$ cat config.mk
export PLATFORM = sky130hd
export DESIGN_NAME = calc_sequencer_flat
export DESIGN_NICKNAME = d
export VERILOG_FILES = /design/src/rtl/calc_sequencer_if.sv /design/src/rtl/calc_sequencer.sv /design/src/flat_wrapper.sv
export SDC_FILE = /design/constraint.sdc
export NUM_CORES = 1
export LEC_CHECK = 0
export CORE_MARGIN = 2
export CORE_UTILIZATION = 25
export CTS_CLUSTER_DIAMETER = 100
export DETAILED_ROUTE_END_ITERATION = 8
export GPL_TIMING_DRIVEN = 0
export MAX_ROUTING_LAYER = met4
export PLACE_DENSITY = 0.45
export SLEW_MARGIN = 10
export SYNTH_ARGS = -nofsm -noshare
export SYNTH_HDL_FRONTEND = slang
export SYNTH_SLANG_ARGS = --single-unit
export TNS_END_PERCENT = 50
$ cat constraint.sdc
create_clock -name clk -period 10.85 [get_ports clk]
set_input_delay 2.17 -clock clk [delete_from_list [all_inputs] [get_ports clk]]
set_output_delay 2.17 -clock clk [all_outputs]
set_load 0.005 [all_outputs]
$ cat src/rtl/calc_sequencer_if.sv
// Keypad and ALU connections of the calculator sequencer, grouped for port reuse.
// key_rdy holds a decoded key until release; key_rd pulses once per accepted key.
// alu_start launches with alu_a/alu_b/alu_op stable until alu_done pulses with the result.
interface calc_sequencer_if;
  logic        key_rdy;
  logic        key_rd;
  logic [3:0]  keypad_input;
  logic [2:0]  operator_input;
  logic        equal_input;
  logic [15:0] alu_a;
  logic [15:0] alu_b;
  logic [2:0]  alu_op;
  logic        alu_start;
  logic        alu_done;
  logic [15:0] alu_result;
  logic        alu_ovf;
  logic [15:0] display_val;
  logic        error;

  modport master (
    input  key_rdy, keypad_input, operator_input, equal_input,
    input  alu_done, alu_result, alu_ovf,
    output key_rd, alu_a, alu_b, alu_op, alu_start, display_val, error
  );

  modport slave (
    output key_rdy, keypad_input, operator_input, equal_input,
    output alu_done, alu_result, alu_ovf,
    input  key_rd, alu_a, alu_b, alu_op, alu_start, display_val, error
  );
endinterface

$ cat src/rtl/calc_sequencer.sv
// Calculator sequencer: collects keypad operands and operators, launches the external
// ALU, and tracks the displayed value and error state.
module calc_sequencer (
  input  logic             clk,
  input  logic             nRST,
  calc_sequencer_if.master bus,
  output logic [2:0]       dbg_state
);
  typedef enum logic [2:0] {
    ST_ENTER_A  = 3'd0,
    ST_ENTER_B  = 3'd1,
    ST_WAIT_ALU = 3'd2,
    ST_SHOW     = 3'd3,
    ST_ERR      = 3'd4
  } state_t;

  localparam logic [2:0]  OP_NEG  = 3'b001;
  localparam logic [2:0]  OP_ADD  = 3'b010;
  localparam logic [2:0]  OP_SUB  = 3'b011;
  localparam logic [2:0]  OP_MUL  = 3'b100;
  localparam logic [15:0] MIN_NEG = 16'h8000;

  state_t      state_q, state_d;
  logic [14:0] a_mag_q, a_mag_d;
  logic [14:0] b_mag_q, b_mag_d;
  logic        a_sign_q, a_sign_d;
  logic        b_sign_q, b_sign_d;
  logic        b_entered_q, b_entered_d;
  logic        armed_q, armed_d;
  logic [15:0] result_q, result_d;
  logic [7:0]  wdog_q, wdog_d;
  logic        key_rd_q, key_rd_d;
  logic        alu_start_q, alu_start_d;
  logic [15:0] alu_a_q, alu_a_d;
  logic [15:0] alu_b_q, alu_b_d;
  logic [2:0]  alu_op_q, alu_op_d;
  logic [15:0] display_q, display_d;
  logic        error_q, error_d;

  logic        accept;
  logic        key_equal, key_neg, key_arith, key_digit;
  logic [3:0]  digit;
  logic [15:0] neg_result;
  logic [14:0] result_abs;
  logic [15:0] a_val_d, b_val_d;

  function automatic logic [14:0] digit_step(input logic [14:0] mag, input logic [3:0] d);
    logic [18:0] t;
    t = {4'd0, mag} * 19'd10 + {15'd0, d};
    return (t <= 19'd32767) ? t[14:0] : mag;
  endfunction

  function automatic logic [15:0] operand(input logic [14:0] mag, input logic sign);
    logic [15:0] v;
    v = {1'b0, mag};
    return sign ? (16'd0 - v) : v;
  endfunction

  // A key is taken once per press: armed re-arms only after key_rdy is seen low.
  assign accept    = bus.key_rdy && armed_q && (state_q != ST_WAIT_ALU);
  assign key_equal = bus.equal_input;
  assign key_neg   = !bus.equal_input && (bus.operator_input == OP_NEG);
  assign key_arith = !bus.equal_input && ((bus.operator_input == OP_ADD) ||
                     (bus.operator_input == OP_SUB) || (bus.operator_input == OP_MUL));
  assign key_digit = !bus.equal_input && (bus.operator_input == 3'b000);
  assign digit     = (bus.keypad_input <= 4'd9) ? bus.keypad_input : 4'd0;

  // |result| is also |-result|; the one unrepresentable value (MIN_NEG) is routed to ERR.
  assign neg_result = 16'd0 - result_q;
  assign result_abs = result_q[15] ? neg_result[14:0] : result_q[14:0];

  always_comb begin
    state_d     = state_q;
    a_mag_d     = a_mag_q;
    b_mag_d     = b_mag_q;
    a_sign_d    = a_sign_q;
    b_sign_d    = b_sign_q;
    b_entered_d = b_entered_q;
    result_d    = result_q;
    wdog_d      = wdog_q;
    alu_a_d     = alu_a_q;
    alu_b_d     = alu_b_q;
    alu_op_d    = alu_op_q;
    alu_start_d = 1'b0;
    key_rd_d    = accept;
    armed_d     = accept ? 1'b0 : (!bus.key_rdy ? 1'b1 : armed_q);

    case (state_q)
      ST_ENTER_A: begin
        if (accept) begin
          if (key_digit) begin
            a_mag_d = digit_step(a_mag_q, digit);
          end else if (key_neg) begin
            a_sign_d = !a_sign_q;
          end else if (key_arith) begin
            alu_op_d    = bus.operator_input;
            b_mag_d     = 15'd0;
            b_sign_d    = 1'b0;
            b_entered_d = 1'b0;
            state_d     = ST_ENTER_B;
          end
        end
      end
      ST_ENTER_B: begin
        if (accept) begin
          if (key_equal) begin
            if (b_entered_q) begin
              alu_a_d     = operand(a_mag_q, a_sign_q);
              alu_b_d     = operand(b_mag_q, b_sign_q);
              alu_start_d = 1'b1;
              wdog_d      = 8'd0;
              state_d     = ST_WAIT_ALU;
            end
          end else if (key_digit) begin
            b_mag_d     = digit_step(b_mag_q, digit);
            b_entered_d = 1'b1;
          end else if (key_neg) begin
            b_sign_d = !b_sign_q;
          end else if (key_arith && !b_entered_q) begin
            alu_op_d = bus.operator_input;
          end
        end
      end
      ST_WAIT_ALU: begin
        wdog_d = wdog_q + 8'd1;
        if (bus.alu_done) begin
          if (bus.alu_ovf) begin
            state_d = ST_ERR;
          end else begin
            result_d = bus.alu_result;
            state_d  = ST_SHOW;
          end
        end else if (wdog_q == 8'hFF) begin
          state_d = ST_ERR;
        end
      end
      ST_SHOW: begin
        if (accept) begin
          if (key_digit) begin
            a_mag_d     = {11'd0, digit};
            a_sign_d    = 1'b0;
            b_mag_d     = 15'd0;
            b_sign_d    = 1'b0;
            b_entered_d = 1'b0;
            state_d     = ST_ENTER_A;
          end else if (key_arith || key_neg) begin
            if (result_q == MIN_NEG) begin
              state_d = ST_ERR;
            end else if (key_neg) begin
              a_mag_d  = result_abs;
              a_sign_d = neg_result[15];
              state_d  = ST_ENTER_A;
            end else begin
              a_mag_d     = result_abs;
              a_sign_d    = result_q[15];
              alu_op_d    = bus.operator_input;
              b_mag_d     = 15'd0;
              b_sign_d    = 1'b0;
              b_entered_d = 1'b0;
              state_d     = ST_ENTER_B;
            end
          end
        end
      end
      ST_ERR: begin
        if (accept && key_equal) begin
          a_mag_d     = 15'd0;
          a_sign_d    = 1'b0;
          b_mag_d     = 15'd0;
          b_sign_d    = 1'b0;
          b_entered_d = 1'b0;
          result_d    = 16'd0;
          state_d     = ST_ENTER_A;
        end
      end
      default: state_d = ST_ENTER_A;
    endcase

    a_val_d = operand(a_mag_d, a_sign_d);
    b_val_d = operand(b_mag_d, b_sign_d);
    case (state_d)
      ST_ENTER_A:  display_d = a_val_d;
      ST_ENTER_B:  display_d = b_entered_d ? b_val_d : a_val_d;
      ST_WAIT_ALU: display_d = a_val_d;
      ST_SHOW:     display_d = result_d;
      default:     display_d = 16'd0;
    endcase
    error_d = (state_d == ST_ERR);
  end

  always_ff @(posedge clk or negedge nRST) begin
    if (!nRST) begin
      state_q     <= ST_ENTER_A;
      a_mag_q     <= 15'd0;
      b_mag_q     <= 15'd0;
      a_sign_q    <= 1'b0;
      b_sign_q    <= 1'b0;
      b_entered_q <= 1'b0;
      armed_q     <= 1'b0;
      result_q    <= 16'd0;
      wdog_q      <= 8'd0;
      key_rd_q    <= 1'b0;
      alu_start_q <= 1'b0;
      alu_a_q     <= 16'd0;
      alu_b_q     <= 16'd0;
      alu_op_q    <= 3'b000;
      display_q   <= 16'd0;
      error_q     <= 1'b0;
    end else begin
      state_q     <= state_d;
      a_mag_q     <= a_mag_d;
      b_mag_q     <= b_mag_d;
      a_sign_q    <= a_sign_d;
      b_sign_q    <= b_sign_d;
      b_entered_q <= b_entered_d;
      armed_q     <= armed_d;
      result_q    <= result_d;
      wdog_q      <= wdog_d;
      key_rd_q    <= key_rd_d;
      alu_start_q <= alu_start_d;
      alu_a_q     <= alu_a_d;
      alu_b_q     <= alu_b_d;
      alu_op_q    <= alu_op_d;
      display_q   <= display_d;
      error_q     <= error_d;
    end
  end

  assign bus.key_rd      = key_rd_q;
  assign bus.alu_start   = alu_start_q;
  assign bus.alu_a       = alu_a_q;
  assign bus.alu_b       = alu_b_q;
  assign bus.alu_op      = alu_op_q;
  assign bus.display_val = display_q;
  assign bus.error       = error_q;
  assign dbg_state       = state_q;
endmodule

$ cat src/flat_wrapper.sv
// flat-port wrapper written by rule: the top's interface ports become plain ports
module calc_sequencer_flat 
  (clk, nRST, dbg_state, bus_key_rdy, bus_keypad_input, bus_operator_input, bus_equal_input, bus_alu_done, bus_alu_result, bus_alu_ovf, bus_key_rd, bus_alu_a, bus_alu_b, bus_alu_op, bus_alu_start, bus_display_val, bus_error);
  calc_sequencer_if bus_i ();
  input  logic clk;
  input  logic nRST;
  output logic [2:0] dbg_state;
  input wire logic [$bits(bus_i.key_rdy)-1:0] bus_key_rdy;
  input wire logic [$bits(bus_i.keypad_input)-1:0] bus_keypad_input;
  input wire logic [$bits(bus_i.operator_input)-1:0] bus_operator_input;
  input wire logic [$bits(bus_i.equal_input)-1:0] bus_equal_input;
  input wire logic [$bits(bus_i.alu_done)-1:0] bus_alu_done;
  input wire logic [$bits(bus_i.alu_result)-1:0] bus_alu_result;
  input wire logic [$bits(bus_i.alu_ovf)-1:0] bus_alu_ovf;
  output wire logic [$bits(bus_i.key_rd)-1:0] bus_key_rd;
  output wire logic [$bits(bus_i.alu_a)-1:0] bus_alu_a;
  output wire logic [$bits(bus_i.alu_b)-1:0] bus_alu_b;
  output wire logic [$bits(bus_i.alu_op)-1:0] bus_alu_op;
  output wire logic [$bits(bus_i.alu_start)-1:0] bus_alu_start;
  output wire logic [$bits(bus_i.display_val)-1:0] bus_display_val;
  output wire logic [$bits(bus_i.error)-1:0] bus_error;
  assign bus_i.key_rdy = bus_key_rdy;
  assign bus_i.keypad_input = bus_keypad_input;
  assign bus_i.operator_input = bus_operator_input;
  assign bus_i.equal_input = bus_equal_input;
  assign bus_i.alu_done = bus_alu_done;
  assign bus_i.alu_result = bus_alu_result;
  assign bus_i.alu_ovf = bus_alu_ovf;
  assign bus_key_rd = bus_i.key_rd;
  assign bus_alu_a = bus_i.alu_a;
  assign bus_alu_b = bus_i.alu_b;
  assign bus_alu_op = bus_i.alu_op;
  assign bus_alu_start = bus_i.alu_start;
  assign bus_display_val = bus_i.display_val;
  assign bus_error = bus_i.error;
  calc_sequencer u_core (.clk(clk), .nRST(nRST), .bus(bus_i), .dbg_state(dbg_state));
endmodule
Word-level counts from Yosys, hierarchy flattened
Cells that the tools add are included.
{"block": "totals", "ff_bits": 115, "out_inout_bits": 57}
{"block": "op_classes", "n_lt_le_gt_ge": 3, "n_eq_ne": 32, "mul": 2, "addsub": 8, "reduce_logical": 23, "n_mux": 117}
{"operator": "2-to-1 mux 15 bit", "n": 23}
{"operator": "2-to-1 mux 16 bit", "n": 8}
{"operator": "2-to-1 mux 3 bit", "n": 29}
{"operator": "subtractor 1 x 15 -> 16 bit, first input constant", "n": 4}
{"operator": "case mux 15 bit (4 select lines)", "n": 1}
{"operator": "case mux 16 bit (3 select lines)", "n": 1}
{"operator": "case mux 15 bit (3 select lines)", "n": 1}
{"operator": "2-to-1 mux 1 bit", "n": 43}
{"operator": "adder 19 x 4 -> 19 bit", "n": 2}
{"operator": "<= comparator 19 x 15 -> 1 bit, second input constant", "n": 2}
{"operator": "multiplier 15 x 3 -> 18 bit, second input constant", "n": 2}
{"operator": "case mux 16 bit (2 select lines)", "n": 1}
{"operator": "2-to-1 mux 8 bit", "n": 3}
{"operator": "equality test 3 x 2 -> 1 bit, second input constant", "n": 6}
{"operator": "inequality test 2 bit, second input constant", "n": 9}
{"operator": "equality test 16 bit, second input constant", "n": 1}
{"operator": "inequality test 2 x 1 -> 1 bit, second input constant", "n": 8}
{"operator": "case mux 8 bit (2 select lines)", "n": 1}
{"operator": "subtractor 1 x 16 -> 16 bit, first input constant", "n": 1}
{"operator": "case mux 3 bit (5 select lines)", "n": 1}
{"operator": "AND reduction 15 bit", "n": 1}
{"operator": "equality test 3 x 1 -> 1 bit, second input constant", "n": 3}
{"operator": "equality test 3 bit, second input constant", "n": 3}
{"operator": "zero test 3 bit", "n": 3}
{"operator": "15 further kinds", "n": 28}

Logic depth before layout (Yosys ltp)
Gate-level depths: netlist of the first run.
{"block": "depth", "depth_word": 13, "depth_mapped": 22, "ltp_nobuf": 21}

Worst setup path after synthesis of the first run
OpenSTA, ideal clock, no wires.
{"block": "synth_path", "path_kind": "input port to flip-flop", "start": "input port bus_keypad_input[1]", "end": "register u_core.display_q[14], in the netlist u_core.bus.display_val[14]", "path_stages": 22, "arrival_ns": 6.960, "path_slack_ns": 3.745, "path_cell_list": "nor2b_1 -> ha_1 -> inv_1 -> fa_1 -> and2b_1 -> o21ai_1 -> or3_1 -> or4_1 -> buf_2 -> nor4_2 -> nand4_1 -> a21oi_2 -> o21ai_2 -> a221o_1 -> inv_1 -> ha_1 -> o311ai_0 -> a211oi_2 -> nand2_1 -> o41ai_1 -> xor2_1 -> o221ai_1"}
{"block": "synth_between", "elab_cells_between_ends": 23, "cone_classes": "4 x add/sub; 3 x order compare; 16 x mux"}
{"element": "from (decl)", "line_no": "flat_wrapper.sv:9", "rtl": "input wire logic [$bits(bus_i.keypad_input)-1:0] bus_keypad_input;"}
{"element": "<= comparator 4 bit", "line_no": "calc_sequencer.sv:66", "rtl": "assign digit = (bus.keypad_input <= 4'd9) ? bus.keypad_input : 4'd0;"}
{"element": "2-to-1 mux 4 bit *", "line_no": "calc_sequencer.sv:66"}
{"element": "adder 19 x 4 -> 19 bit", "line_no": "calc_sequencer.sv:49", "rtl": "t = {4'd0, mag} * 19'd10 + {15'd0, d};"}
{"element": "<= comparator 19 x 15 -> 1 bit", "line_no": "calc_sequencer.sv:50", "rtl": "return (t <= 19'd32767) ? t[14:0] : mag;"}
{"element": "2-to-1 mux 15 bit", "line_no": "calc_sequencer.sv:50"}
{"element": "2-to-1 mux 15 bit", "line_no": "calc_sequencer.sv:91", "rtl": "if (key_digit) begin"}
{"element": "2-to-1 mux 15 bit", "line_no": "calc_sequencer.sv:90", "rtl": "if (accept) begin"}
{"element": "case mux 15 bit (3 select lines) *", "line_no": "calc_sequencer.sv:88", "rtl": "case (state_q)"}
{"element": "net u_core.a_mag_d[1]", "line_no": "calc_sequencer.sv:24", "rtl": "logic [14:0] a_mag_q, a_mag_d;"}
{"element": "subtractor 1 x 15 -> 16 bit *", "line_no": "calc_sequencer.sv:56", "rtl": "return sign ? (16'd0 - v) : v;"}
{"element": "2-to-1 mux 16 bit *", "line_no": "calc_sequencer.sv:56"}
{"element": "2-to-1 mux 16 bit", "line_no": "calc_sequencer.sv:183", "rtl": "ST_ENTER_B: display_d = b_entered_d ? b_val_d : a_val_d;"}
{"element": "case mux 16 bit (3 select lines) *", "line_no": "calc_sequencer.sv:181", "rtl": "case (state_d)"}
{"element": "net u_core.display_d[14]", "line_no": "calc_sequencer.sv:37", "rtl": "logic [15:0] display_q, display_d;"}
{"element": "to (signal assigned)", "line_no": "calc_sequencer.sv:224", "rtl": "display_q <= display_d;"}
{"element": "to (decl)", "line_no": "calc_sequencer.sv:37"}
Mark *: on every way through the listed nets, which the timed path passes. The rest lies on a longest branch.
A chain may end at the register's enable or synchronous reset.

Worst setup path after layout of the first run
Ends and elaborated chain as after synthesis.

==> results.ini, run 1 <==
[logic_synthesis]
seq_area_frac_synth_pct = 29.1
syn_inst = 1161
syn_area_per_cell_um2 = 8.52
synth.area.top_cells = dfrtp_1, ha_1, xor2_1
synth-edff-count = 0
yosys.area.top_type_share_pct = 29.1
synth_nets = 1259
syn-cell-area_mm2 = 0.00989
synthFlopType = dfrtp_1
ys_seq_elements = 115
synth.largest_area_cell = dfrtp_1
async_reset_ff_share_pct = 100
yosysWarnings = 0
synth_cell_type_count = 93

[setup_path]
cp-start-kind = primary input
cp_cell_sequence = clkdlybuf4s50_1 -> nor2b_1 -> ha_1 -> inv_1 -> fa_1 -> and2b_1 -> o21ai_1 -> or3_1 -> or4_1 -> buf_2 -> nor4_2 -> nand4_1 -> a21oi_2 -> o21ai_2 -> a221o_1 -> inv_1 -> ha_1 -> o311ai_0 -> a211oi_2 -> nand2_1 -> o41ai_1 -> xor2_1 -> o221ai_1
slowest_stage = clkdlybuf4s50_1
worstSetupPathDepth = 23
path_buf_inv = 4
crit_required_ns = 11.12
reg2reg_slack_ns = 4.36
end_kind = register
r2r-end = u_core.bus.display_val[14]$_DFF_PN0_
worst-setup-path-type = in -> reg
reg2reg_from = u_core.a_mag_q[1]$_DFF_PN0_
worstPathArrival_ns = 8.57
cp-startpoint = bus_keypad_input[1]
cp_max_fo = 9
cp-endpoint = u_core.bus.display_val[14]$_DFF_PN0_
crit_family = compound AO/OA/AOI/OAI gates
ff2ff_path_depth = 21
critPathMaxStageDelay_ns = 0.59

[routing]
ant_nets = 0
drt_wl_total_um = 35400
viasPerCell = 5.27
drcViolationCount = 0
initialDrtViolationCount = 821
routedWlPerCell_um = 19.7
drtPass1Iterations = 5
num_vias = 9451

[run_status]
status = completed

[placement]
port_buffers = 84
post-place-ws_ns = 2.16
dpl-instance-area_mm2 = 0.0114
gp_congestion = 0.868
placed_cells = 1764
place_hpwl_um = 27900

[global_routing]
grt-ovfl-total = 0
grt_start_max_net_pins = 79
antenna_found_initial = 0
grt_pass1_wl_um = 55400
first_global_vias = 9113
track_usage_pct = 18.0

[timing]
timing.fmax_ghz = 0.120
slew_violations = 0
layout_setup_ws_ns = 2.55
setup_violations = 0
rsz0062_at_grt = no
maxSlewHeadroom_pct = 34.7
skew_ns = 0.0125
tightestPinTransition_ns = 0.965
timing_hold_violations_final = 0
fin_tns_setup_ns = 0
fin_crit_sh_pct = 76.5
post-route-min-period_ns = 8.30

[power_and_ir_drop]
total_power_uw = 3160
p_per_area_mw_per_mm2 = 263
ir_drop_mv = 0.125
p_leak_uw = 0.00493

[clock_network]
cts_inserted_buffers = 17
htreeDepth = 4
clk_latency_ns = 0.43
cts.path.max_buffers = 2
path_clk_slew_ns = 0.05
ctsHoldBuffers = 0
cts.sink_count = 115
tritoncts = done
postCtsSetupRepairBufs = 0
root_buffer = clkbuf_16
cts_resized = 0

[die]
die_area_mm2 = 0.0412
die_y_um = 203
core_area_mm2 = 0.0388
io_pins = 86
initial_core_util_pct = 25.5
row_count = 72
die_w_um = 203

[flow_run]
cap_violations = 0

[cells_and_area]
multi_input_area_mm2 = 0.00667
antenna_cells = 0
drive_gt1_share_pct = 7.05
design_area_mm2 = 0.0120
final_cells = 1794
nets = 1363
layout.area.seq_mm2 = 0.00288
n_fill_cell = 4064
area_growth_pct = 21.5

[worst_hold_path]
hold_depth = 2
min-delay-path-class = reg -> reg

==> routing by layer <==
metal / track usage [%] / part of all wire [%] / vias up / routed length (um)
met5: - / 0 / - / 0
met4: 3.23 / 0.88 / 0 / 312
met3: 3.93 / 7.0 / 21 / 2480
met2: 25.0 / 41 / 293 / 14500
met1: 26.7 / 51 / 4562 / 18100
li1: - / - / 4575 / -
==> synthesized netlist by cell type, types with 13 or more instances <==
master / n
ha_1: 65
o211ai_1: 16
nor3_1: 17
xnor2_1: 42
mux2i_1: 16
or3_1: 13
xor2_1: 61
o31ai_1: 19
a22o_1: 18
nand4_1: 14
nor2_1: 79
clkbuf_1: 37
nand2_1: 137
a21o_1: 14
inv_1: 46
a21oi_1: 47
nand3_1: 30
dfrtp_1: 115
o21ai_0: 84
==> layout by cell type, fill, tap and decap left out, types with 13 or more instances in the layout <==
| cell type | count |
|---|---|
| clkbuf_16 | 17 |
| dfrtp_1 | 115 |
| nor2_1 | 79 |
| or3_1 | 13 |
| a21oi_1 | 47 |
| nand3_1 | 30 |
| clkbuf_1 | 38 |
| o21ai_0 | 84 |
| a21o_1 | 14 |
| xor2_1 | 61 |
| nand4_1 | 14 |
| o31ai_1 | 19 |
| nand2_1 | 137 |
| xnor2_1 | 42 |
| mux2i_1 | 16 |
| o211ai_1 | 16 |
| inv_1 | 46 |
| nor3_1 | 16 |
| ha_1 | 65 |
| clkdlybuf4s50_1 | 83 |
| a22o_1 | 18 |
==> final cells by class <==
class / instances / area share [%]
flip-flops and latches: 115 / 24.0
multi-input cells: 951 / 55.5
clock buffers: 20 / 3.80
plain buffers: 45 / 1.46
clock inverters: 10 / 1.11
repair buffers: 85 / 7.24
well taps: 518 / 5.39
inverters: 50 / 1.56
==> flip-flops by register name, indices dropped and copies added, names as in the netlist <==
register / count
u_core.wdog_q: 8
u_core.result_q: 16
u_core.bus.key_rd: 1
u_core.bus.alu_a: 16
u_core.b_mag_q: 15
u_core.b_entered_q: 1
u_core.b_sign_q: 1
u_core.a_sign_q: 1
u_core.a_mag_q: 15
u_core.bus.alu_start: 1
u_core.armed_q: 1
u_core.bus.alu_op: 3
u_core.bus.display_val: 16
u_core.bus.error: 1
u_core.bus.alu_b: 16
u_core.dbg_state: 3
==> cell families (layout without fill, tap and decap cells) <==
logic type      count (synthesis)  after routing  share of synthesized area [%]
xor+xnor                      103            103                           9.12
flops                         115            115                           29.1
mux                            23             23                           2.42
buf+inv                        95            210                           3.67
compound gates                358            358                           26.2
simple gates                  398            398                           20.5
fa+ha+maj                      69             69                           9.03
==> metrics by stage <==
stage,util (%),hold slack (ns)
2_1_floorplan,-,0.461
3_3_place_gp,29.3,0.465
3_5_place_dp,29.4,0.473
4_1_cts,30.9,0.486
5_1_grt,30.9,0.500
6_report,30.9,0.474
==> worst register-to-register path, delay by kind of cell (launching register included) <==
family | cells | cell delay, ns
xor+xnor | 2 | 0.43
buf+inv | 3 | 0.30
fa+ha+maj | 4 | 1.15
flops | 1 | 0.57
compound gates | 7 | 2.19
simple gates | 5 | 1.69
==> where the power goes <==
part,switching (uW),total (uW),internal (uW)
clock network,209,577,369
logic,1100,1830,728
registers,191,755,564
==> worst min-delay path by stage <==
stage                                           from                               end
detailed placement   u_core.bus.alu_a[2]$_DFFE_PN0P_   u_core.bus.alu_a[2]$_DFFE_PN0P_
finish               u_core.bus.alu_a[3]$_DFFE_PN0P_   u_core.bus.alu_a[3]$_DFFE_PN0P_
CTS                  u_core.bus.alu_a[2]$_DFFE_PN0P_   u_core.bus.alu_a[2]$_DFFE_PN0P_
global placement    u_core.bus.alu_b[15]$_DFFE_PN0P_  u_core.bus.alu_b[15]$_DFFE_PN0P_
global route        u_core.bus.alu_b[12]$_DFFE_PN0P_  u_core.bus.alu_b[12]$_DFFE_PN0P_
floorplan                 u_core.armed_q$_DFFE_PN0P_        u_core.armed_q$_DFFE_PN0P_
Power figures use the tool's default switching activity.
==> inputs of run 2 (changes only) <==
==> constraint.sdc (replaced) <==
create_clock -name clk -period 8.6 [get_ports clk]
set_input_delay 1.72 -clock clk [delete_from_list [all_inputs] [get_ports clk]]
set_output_delay 1.72 -clock clk [all_outputs]
set_load 0.005 [all_outputs]
==> results of run 2 <==
Same layout as run 1 (identical final DEF). Status: completed.
Among the figures that moved: setup slack after placement 2.16 ns -> 0.362 ns; setup slack after layout 2.55 ns -> 0.746 ns; register-to-register setup slack 4.36 ns -> 2.11 ns; total power 3160 uW -> 3990 uW; worst IR drop on VDD 0.125 mV -> 0.158 mV
